`src/rtl/ob_readback_pkg.sv`:
```
// Shared types and elaboration helpers for the output-buffer readback path.
//   ob_rd_state_e : readback FSM state encoding
//   ob_beats()    : beats per memory word (memory word width / beat width)
//   ob_cnt_w()    : counter width able to index 0..n-1 (never narrower than 1)
package ob_readback_pkg;

    typedef enum logic [1:0] {
        IDLE  = 2'd0,
        READ  = 2'd1,
        LATCH = 2'd2,
        SEND  = 2'd3
    } ob_rd_state_e;

    // Number of OUT_WIDTH beats that make up one memory word.
    function automatic int unsigned ob_beats(input int unsigned mem_w,
                                             input int unsigned out_w);
        return mem_w / out_w;
    endfunction

    // Width of a counter indexing n items; a single item still needs one bit.
    function automatic int unsigned ob_cnt_w(input int unsigned n);
        return (n > 1) ? $clog2(n) : 1;
    endfunction

endpackage

```
`src/rtl/ob_word_serializer.sv`:
```
// Parallel-load shift register that splits one memory word into OUT_W beats,
// least-significant slice first, presented on a valid/ready handshake.
// Ports:
//   clk_i, rstn_i     : clock, async active-low reset
//   i_load            : load i_data, restart the beat counter, raise valid
//   i_data            : memory word to serialise
//   i_last_word       : the loaded word is the final word of the readback
//   i_ready           : consumer ready
//   o_data            : current beat (registered shift-register slice)
//   o_valid           : beat valid (registered, independent of i_ready)
//   o_last            : current beat is the last beat of the last word
//   o_word_done_c     : handshake of the final beat of the word (combinational)
module ob_word_serializer
    import ob_readback_pkg::*;
#(
    parameter int unsigned MEM_W = 32,
    parameter int unsigned OUT_W = 8
) (
    input  logic             clk_i,
    input  logic             rstn_i,
    input  logic             i_load,
    input  logic [MEM_W-1:0] i_data,
    input  logic             i_last_word,
    input  logic             i_ready,
    output logic [OUT_W-1:0] o_data,
    output logic             o_valid,
    output logic             o_last,
    output logic             o_word_done_c
);

    localparam int unsigned BEATS  = ob_beats(MEM_W, OUT_W);
    localparam int unsigned BEAT_W = ob_cnt_w(BEATS);
    localparam logic [BEAT_W-1:0] LAST_BEAT = BEAT_W'(BEATS - 1);

    logic [MEM_W-1:0]  r_shreg;
    logic [BEAT_W-1:0] r_beat;
    logic              r_valid;
    logic              r_last;
    logic              r_last_word;

    logic              w_fire;
    logic              w_final_beat;
    logic [BEAT_W-1:0] w_beat_inc;

    assign w_fire       = r_valid & i_ready;
    assign w_final_beat = (r_beat == LAST_BEAT);
    assign w_beat_inc   = r_beat + BEAT_W'(1);

    // Shift register, beat counter and registered handshake flags.
    always_ff @(posedge clk_i or negedge rstn_i) begin
        if (!rstn_i) begin
            r_shreg     <= '0;
            r_beat      <= '0;
            r_valid     <= 1'b0;
            r_last      <= 1'b0;
            r_last_word <= 1'b0;
        end else if (i_load) begin
            r_shreg     <= i_data;
            r_beat      <= '0;
            r_valid     <= 1'b1;
            r_last_word <= i_last_word;
            // Single-beat words are already on their last beat at load time.
            r_last      <= i_last_word & (LAST_BEAT == '0);
        end else if (w_fire) begin
            r_shreg <= r_shreg >> OUT_W;
            r_beat  <= w_beat_inc;
            if (w_final_beat) begin
                r_valid <= 1'b0;
                r_last  <= 1'b0;
            end else begin
                // Flag precomputed one beat ahead so o_last stays registered.
                r_last  <= r_last_word & (w_beat_inc == LAST_BEAT);
            end
        end
    end

    assign o_data        = r_shreg[OUT_W-1:0];
    assign o_valid       = r_valid;
    assign o_last        = r_last;
    assign o_word_done_c = w_fire & w_final_beat;

endmodule

```
`src/rtl/ob_readback_serializer.sv`:
```
// Reads a programmable range of output-buffer words after the array finishes
// and streams each word to the pads as OUT_WIDTH-bit beats.
// Ports:
//   clk_i, rstn_i        : clock, async active-low reset
//   start_i              : rising edge starts a readback (ignored while busy)
//   base_addr_i          : first word address, sampled on the start edge
//   num_words_i          : word count, sampled on the start edge (0 legal)
//   ob_mem_cenb_o        : output-buffer enable, active low (READ only)
//   ob_mem_wenb_o        : output-buffer write enable, tied inactive
//   ob_mem_addr_o        : output-buffer read address
//   ob_mem_data_i        : read data, one cycle after the enabled edge
//   rd_data_o            : beat data
//   rd_valid_o           : beat valid
//   rd_ready_i           : consumer ready
//   rd_last_o            : final beat of final word
//   busy_o               : readback in progress
//   done_o               : idle with readback complete
module ob_readback_serializer
    import ob_readback_pkg::*;
#(
    parameter int unsigned WIDTH     = 8,
    parameter int unsigned COL       = 4,
    parameter int unsigned O_SIZE    = 256,
    parameter int unsigned OUT_WIDTH = 8
) (
    input  logic                               clk_i,
    input  logic                               rstn_i,
    input  logic                               start_i,
    input  logic [$clog2(O_SIZE)-1:0]          base_addr_i,
    input  logic [$clog2(O_SIZE):0]            num_words_i,
    output logic                               ob_mem_cenb_o,
    output logic                               ob_mem_wenb_o,
    output logic [$clog2(O_SIZE)-1:0]          ob_mem_addr_o,
    input  logic [WIDTH*COL-1:0]               ob_mem_data_i,
    output logic [OUT_WIDTH-1:0]               rd_data_o,
    output logic                               rd_valid_o,
    input  logic                               rd_ready_i,
    output logic                               rd_last_o,
    output logic                               busy_o,
    output logic                               done_o
);

    localparam int unsigned MEM_C_WIDTH = WIDTH * COL;
    localparam int unsigned BEATS       = ob_beats(MEM_C_WIDTH, OUT_WIDTH);
    localparam int unsigned ADDR_W      = $clog2(O_SIZE);
    localparam int unsigned CNT_W       = ADDR_W + 1;

    // A memory word must split into a whole number of beats.
    if ((MEM_C_WIDTH % OUT_WIDTH) != 0 || BEATS == 0) begin : g_width_check
        $error("ob_readback_serializer: WIDTH*COL must be a multiple of OUT_WIDTH");
    end

    ob_rd_state_e      r_state;
    ob_rd_state_e      w_state_next;

    logic              r_start_d;
    logic [ADDR_W-1:0] r_addr;
    logic [ADDR_W-1:0] w_addr_next;
    logic [CNT_W-1:0]  r_remaining;
    logic [CNT_W-1:0]  w_rem_next;
    logic              r_cenb;
    logic              w_cenb_next;
    logic              r_done;
    logic              w_done_next;
    logic              r_busy;
    logic              w_busy_next;

    logic              w_start_edge;
    logic              w_load;
    logic              w_last_word;
    logic              w_word_done;

    assign w_start_edge = start_i & ~r_start_d;
    assign w_last_word  = (r_remaining == CNT_W'(1));

    // State register.
    always_ff @(posedge clk_i or negedge rstn_i) begin
        if (!rstn_i) begin
            r_state <= IDLE;
        end else begin
            r_state <= w_state_next;
        end
    end

    // Next-state and next-value logic for the control registers.
    always_comb begin
        w_state_next = r_state;
        w_addr_next  = r_addr;
        w_rem_next   = r_remaining;
        w_done_next  = r_done;
        w_load       = 1'b0;

        case (r_state)
            IDLE: begin
                // A zero-count start dips done for the single cycle after the edge.
                w_done_next = 1'b1;
                if (w_start_edge) begin
                    w_done_next = 1'b0;
                    if (num_words_i != '0) begin
                        w_addr_next  = base_addr_i;
                        w_rem_next   = num_words_i;
                        w_state_next = READ;
                    end
                end
            end
            READ: begin
                w_state_next = LATCH;
            end
            LATCH: begin
                w_load       = 1'b1;
                w_addr_next  = (r_addr == ADDR_W'(O_SIZE - 1)) ? '0
                                                               : r_addr + ADDR_W'(1);
                w_rem_next   = r_remaining - CNT_W'(1);
                w_state_next = SEND;
            end
            SEND: begin
                if (w_word_done) begin
                    if (r_remaining != '0) begin
                        w_state_next = READ;
                    end else begin
                        w_state_next = IDLE;
                        w_done_next  = 1'b1;
                    end
                end
            end
            default: begin
                w_state_next = IDLE;
            end
        endcase

        // Registered outputs are computed from the state being entered.
        w_cenb_next = (w_state_next != READ);
        w_busy_next = (w_state_next != IDLE);
    end

    // Control datapath registers.
    always_ff @(posedge clk_i or negedge rstn_i) begin
        if (!rstn_i) begin
            r_start_d   <= 1'b0;
            r_addr      <= '0;
            r_remaining <= '0;
            r_cenb      <= 1'b1;
            r_done      <= 1'b1;
            r_busy      <= 1'b0;
        end else begin
            r_start_d   <= start_i;
            r_addr      <= w_addr_next;
            r_remaining <= w_rem_next;
            r_cenb      <= w_cenb_next;
            r_done      <= w_done_next;
            r_busy      <= w_busy_next;
        end
    end

    ob_word_serializer #(
        .MEM_W (MEM_C_WIDTH),
        .OUT_W (OUT_WIDTH)
    ) u_word_serializer (
        .clk_i         (clk_i),
        .rstn_i        (rstn_i),
        .i_load        (w_load),
        .i_data        (ob_mem_data_i),
        .i_last_word   (w_last_word),
        .i_ready       (rd_ready_i),
        .o_data        (rd_data_o),
        .o_valid       (rd_valid_o),
        .o_last        (rd_last_o),
        .o_word_done_c (w_word_done)
    );

    assign ob_mem_cenb_o = r_cenb;
    assign ob_mem_wenb_o = 1'b1;
    assign ob_mem_addr_o = r_addr;
    assign busy_o        = r_busy;
    assign done_o        = r_done;

endmodule

```
`config.mk`:
```
export PLATFORM = sky130hd
export DESIGN_NAME = ob_readback_serializer
export DESIGN_NICKNAME = d
export VERILOG_FILES = /design/src/rtl/ob_readback_pkg.sv /design/src/rtl/ob_word_serializer.sv /design/src/rtl/ob_readback_serializer.sv
export SDC_FILE = /design/constraint.sdc
export NUM_CORES = 1
export LEC_CHECK = 0
export ABC_AREA = 0
export ABC_CLOCK_PERIOD_IN_PS = 2100
export CORE_MARGIN = 4
export CORE_UTILIZATION = 50
export CTS_CLUSTER_DIAMETER = 100
export DETAILED_ROUTE_END_ITERATION = 8
export HOLD_SLACK_MARGIN = 0.12
export PLACE_DENSITY = 0.89
export SETUP_SLACK_MARGIN = 0.1
export SYNTH_ARGS = -nofsm -noshare
export SYNTH_HDL_FRONTEND = slang
export SYNTH_SLANG_ARGS = --single-unit
```
`constraint.sdc`:
```
create_clock -name clk_i -period 2.1 [get_ports clk_i]
set_input_delay 0.525 -clock clk_i [delete_from_list [all_inputs] [get_ports clk_i]]
set_output_delay 0.525 -clock clk_i [all_outputs]
set_load 0.005 [all_outputs]
```
-- Word level (Yosys, flattened, before mapping)
Cells that the tools add are included.
- bitwise gates (word level): 5
- multiplexer cells: 27
- equal/unequal tests: 12
- reduce and logical (&&, ||, !) cells: 11
- add/sub/neg operators: 3
- operators with widths (operator ; count):
    32-bit two-way mux ; 2
    8-bit two-way mux ; 3
    9-bit two-way mux ; 2
    9-bit one-hot mux with 2 select lines ; 1
    9-bit nonzero test ; 2
    8-bit one-hot mux with 2 select lines ; 1
    1-bit two-way mux ; 11
    2-bit two-way mux ; 5
    2-bit nonzero test ; 5
    9-bit by 1-bit == test with 1-bit output, second input constant ; 1
    9-bit by 1-bit subtractor with 9-bit output, second input constant ; 1
    8-bit by 1-bit adder with 8-bit output, second input constant ; 1
    2-bit == test, second input constant ; 4
    8-bit == test, second input constant ; 1
    2-bit one-hot mux with 4 select lines ; 1
    2-bit != test, second input constant ; 3
    3-bit AND reduction ; 2
    1-bit bitwise AND ; 4
    2-bit by 1-bit != test with 1-bit output, second input constant ; 2
    2-bit by 1-bit adder with 2-bit output, second input constant ; 1
    2-bit by 1-bit == test with 1-bit output, second input constant ; 1
    2-bit zero test ; 1
    1-bit one-hot mux with 2 select lines ; 1
    2-bit AND reduction ; 1
    1-bit NOT ; 1
- bits of input ports: 53
- bits in registers: 60

-- Longest topological paths before layout
- word-level depth: 6
- depth in mapped cells: 7

-- Modules after synthesis
Synthesis repeated with hierarchy kept, for this count alone.
- cells, all modules: 364
- area total of the unflattened synthesis: 3668.5 um^2
- by module, submodules not included (module ; area an instance (um^2) ; times used ; cells each ; seq. area each (um^2)):
    ob_word_serializer ; 2209.6 ; 1 ; 202 ; 925.9
    ob_readback_serializer ; 1458.9 ; 1 ; 162 ; 578.1

-- Worst setup path before layout
OpenSTA, ideal clock, no wires.
- path kind: register to register
- start: register r_state[0]
- end: register r_remaining[2]
- period minus slack after synthesis: 1836 ps
- required time: 1979 ps
- slack: 264 ps
- buffers on the path: 1
- cell stages (with the launch flop): 8
- setup time: 121 ps
- arrival time: 1715 ps
- path through: dfrtp_1 -> inv_1 -> ha_1 -> inv_2 -> nor2_1 -> clkbuf_1 -> o22ai_1 -> a22o_1
- word-level cells in the longest chain between the ends: 3
- elaborated cells between the ends (all ways): 7
- classes of those cells: 3 x eq/ne; 1 x mux; 3 x reduce/logical
- RTL lines (element ; line ; text):
    start, declared ; ob_readback_serializer.sv:53 ; ob_rd_state_e r_state;
    start signal, assigned ; ob_readback_serializer.sv:81 ; r_state <= w_state_next;
    2-bit == test or 2-bit zero test (tied branches) ; ob_readback_serializer.sv:93 ; case (r_state)
    2-bit nonzero test (no line) or 2-bit != test (tied branches) ; -- ;
    3-bit AND reduction (no line) ; -- ;
    end signal, assigned ; ob_readback_serializer.sv:148 ; r_remaining <= w_rem_next;
    end, declared ; ob_readback_serializer.sv:59 ; logic [CNT_W-1:0] r_remaining;
Several ways; a longest one is shown, not always the timed one.
A chain may end at the register's enable or synchronous reset.

-- Worst setup path in the final report
- start: input num_words_i[7]
- end: register r_remaining[7]
- word-level cells in the longest chain between the ends: 3
- elaborated cells between the ends (all ways): 6
- classes of those cells: 1 x eq/ne; 3 x mux; 2 x reduce/logical
- RTL lines (element ; line ; text):
    start, declared ; ob_readback_serializer.sv:30 ; input logic [$clog2(O_SIZE):0] num_words_i,
    9-bit nonzero test or 9-bit two-way mux (tied branches) ; ob_readback_serializer.sv:99 ; if (num_words_i != '0) begin
    2-bit != test (no line) or 9-bit two-way mux (tied branches) ; -- ;
    3-bit AND reduction (no line) or 9-bit one-hot mux with 2 select lines (tied branches) ; -- ;
Several ways; a longest one is shown, not always the timed one. The select of a mux whose other input is x is not followed.

==> summary.md <==
| Metric | Value |
|---|---|
| Status | completed |
| TritonCTS clock tree | done |
| CP Cell Sequence | clkdlybuf4s50_1 > nor4_2 > a311oi_2 > or2_1 > buf_4 > a22o_1 |
| Clock Skew | 0.008693 ns |
| Hold WC Path Type | in2async |
| VDD IR max | 0.8567 mV |
| Gpl congestion | 0.8982 |
| Area occupied by multi-input gates | 1530 um^2 |
| Dominant synthesized flop cell | dfrtp_1 |
| Max-cap check violation count | 0 |
| DRC marker count from the first detailed-route iteration | 199 |
| Num ports | 75 |
| Reg2Reg Setup Slack | 0.19 ns |
| Cell Rows | 29 |
| Leak Pwr | 1.845 nW |
| Sw Pwr | 2.183 mW |
| Met1 usage in global routing | 0.2741 |
| Initial Utilization | 0.5119 |
| Kind of critical path | in2reg |
| Final Hold Violating Endpoints | 0 |
| Drt total wl | 7771 um |
| Placed inst area | 4046 um^2 |
| Syn_nets | 407 |
| P per Cell Area | 1339 nW/um^2 |
| Synthesized area per cell | 9.422 um^2 |
| Hold Slack | 0.1833 ns |
| Clock Power Share | 0.182 |
| Fin. max-slew vios | 0 |
| Period minus WS final | 1.947 ns |
| Fmax | 513.6 MHz |
| Clock Latency Late Sink | 0.34 ns |
| Seq cells post-synth | 60 |
| Post-place setup slack | -0.1996 ns |
| CTS Sinks | 60 |
| Vias in the first global route | 2,725 |
| Internal power | 3.508 mW |
| Post-route ant nets | 0 |
| Detail Placement HPWL | 5550 um |
| Net Sw Frac | 0.3836 |
| Total die area | 7814 um^2 |
| Ant. Diodes | 0 |
| Share of layout cells above drive strength 1 | 0.1026 |
| Worst Path Max Fanout | 7 |
| Syn Inst Count | 343 |
| Storage element area | 1504 um^2 |
| CP bufs+invs | 2 |
| DRC violations left | 0 |
| # port buffers | 73 |
| Syn Std Cell Area | 3232 um^2 |
| Critical path endpoint category | register |
| Worst EP arrival | 2.17 ns |
| EDFF count, synth | 0 |
| Layer with the highest usage | met2 |
| Number of antenna violations at the first check in global routing | 0 |
| Ys async rst share | 1.000 |
| First-pass GRT wire length | 12,650 um |
| Comb pwr share | 0.452 |
| R2R cell count | 7 |
| Sequential share of power | 0.366 |
| CTS clk-pin slew, worst paths | 0.07 ns |
| Slowest CP cell | clkdlybuf4s50_1 |
| Met2 Usage GRT | 0.3385 |
| Crit share post-route | 0.9272 |
| Die height | 88.40 um |
| Vias post-DR | 2,825 |
| Final setup vio count | 0 |
| Fillers | 492 |
| Top delay family on crit path | simple AND/OR/NAND/NOR gates |
| Layout Nets | 478 |
| CP required | 2.32 ns |
| Maximum root-to-sink buffer count | 2 |
| RSZ-0062 raised after global routing | yes |
| Num CTS Buffers | 9 |
| Placeable Area | 6314 um^2 |
| Seq/Total Area, Yosys | 0.4654 |
| H-tree depth | 3 |
| Routing usage on met3 | 0.05121 |
| Reg-to-Reg End | r_remaining[6] |
| CP peak stage delay | 0.44 ns |
| Area grow syn2layout | 31.51% |
| Power Total | 5.691 mW |
| CTS Root Cell | clkbuf_8 |
| Hold Buf Count CTS | 0 |
| Gr usage total | 0.2093 |
| Final WS setup | 0.1528 ns |
| DR WL/cell | 15.67 um |
| CP Launch Type | input port |
| Ys Warns | 0 |
| Largest net degree at the start of global routing | 61 |
| Die width | 88.40 um |
| Gr ovfl total | 0 |
| Post-route cell area | 4250 um^2 |
| Drt first pass iters | 4 |
| Vias per cell | 5.696 |
| Distinct cells, synth | 55 |
| Reg2Reg Launch Point | r_state[0] |
==> power by group through the flow <==
stage / Combinational (mW) / Clock, mW / Sequential, mW
4_1_cts: 2.56 / 1.07 / 2.08
6_report: 2.57 / 1.04 / 2.08
3_3_place_gp: 2.44 / 0 / 2.06
2_1_floorplan: 1.70 / 0 / 2.00
5_1_grt: 2.86 / 1.12 / 2.15
3_5_place_dp: 2.55 / 0 / 2.10
==> flip-flops by register name (all words and copies together), names as in the netlist <==
| signal | cells |
|---|---|
| r_remaining | 9 |
| ob_mem_addr_o | 8 |
| ob_mem_cenb_o | 1 |
| u_word_serializer.r_shreg | 32 |
| u_word_serializer.o_valid | 1 |
| busy_o | 1 |
| u_word_serializer.o_last | 1 |
| u_word_serializer.r_last_word | 1 |
| r_start_d | 1 |
| r_state | 2 |
| done_o | 1 |
| u_word_serializer.r_beat | 2 |
==> through the flow <==
step / TNS (ns) / utilization / instances
after floorplan: 0 / - / 343
after global placement: -1.227 / 0.6409 / 480
after detailed placement: -2.027 / 0.6409 / 480
after CTS: 0 / 0.6726 / 496
after global routing: 0 / 0.6732 / 496
final: 0 / 0.6732 / 496
==> synthesized netlist by cell type (all sizes together) (2+ instances only) <==
cell	number	area share
dfstp	2	0.016
a22oi	2	0.0046
o211ai	4	0.0093
buf	13	0.029
nand2	55	0.064
a22o	5	0.014
inv	14	0.016
o32ai	2	0.0054
ha	11	0.043
nand4	2	0.0039
nand3	7	0.011
nor2	16	0.019
nor3	12	0.020
nand2b	2	0.0039
o32a	2	0.0062
mux2i	26	0.081
or2	2	0.0039
a21oi	8	0.012
o22ai	6	0.012
nor2b	2	0.0039
o2bb2ai	6	0.016
or3	3	0.0058
clkbuf	15	0.017
dfrtp	58	0.45
o21ai	43	0.067
nor4	3	0.0077
==> kinds of logic after synthesis <==
group                      count (synthesis)  share of synthesized area
AOI/OAI and AO/OA                         94                     0.1905
xor gates and xnor gates                   1                   0.002711
adders and majority gates                 11                    0.04259
buffers and inverters                     42                    0.06271
DFF                                       60                     0.4653
muxes                                     27                    0.08401
other                                      1                   0.001160
and+or+nand+nor                          107                     0.1510
==> layout make-up <==
class                   count  share of cell area
flip-flops and latches     60              0.3538
clock inverters             7             0.01796
repair buffers             88              0.2040
clock buffers               9             0.02914
well taps                  77             0.02267
inverters                  14             0.01236
multi-input cells         241              0.3600
==> layout by cell type, fill, tap and decap left out, drive strengths merged, types with 2 or more instances in the layout <==
cell type,synthesis,layout
o2bb2ai,6,6
mux2i,26,26
o21ai,43,43
o22ai,6,6
or2,2,2
nand2b,2,2
nor4,3,3
o32a,2,2
clkinvlp,0,2
nand4,2,2
buf,13,16
dfrtp,58,58
or3,3,3
a21oi,8,8
a22oi,2,2
inv,14,15
nand2,55,55
nand3,7,7
dfstp,2,2
clkbuf,15,9
nor3,12,12
ha,11,11
nor2b,2,2
clkinv,0,3
o211ai,4,4
nor2,16,16
clkdlybuf4s50,0,72
o32ai,2,2
a22o,5,5
==> layer usage <==
metal	routed length (um)	part of all wire
met1	3415	0.44
met2	3707	0.48
met3	560	0.072
met4	88	0.011
met5	0	0
==> how the worst max path moves through the flow <==
stage	from	endpoint	slack (ns)	cells after the start
2_1_floorplan	r_state[0]	r_remaining[2]	0.26	7
3_3_place_gp	num_words_i[7]	r_remaining[6]	-0.15	6
3_5_place_dp	num_words_i[7]	r_remaining[7]	-0.20	6
4_1_cts	num_words_i[7]	r_remaining[7]	0.17	6
5_1_grt	r_state[0]	ob_mem_addr_o[0]	0.09	6
6_report	num_words_i[7]	r_remaining[7]	0.15	6
==> timing repair <==
action / 4_1_cts / 5_1_grt
gates resized for setup: 0 / 1
endpoints found under the setup margin: 0 / 4
buffers inserted: 0 / 0
No activity file was read; power rests on OpenSTA's default activity.
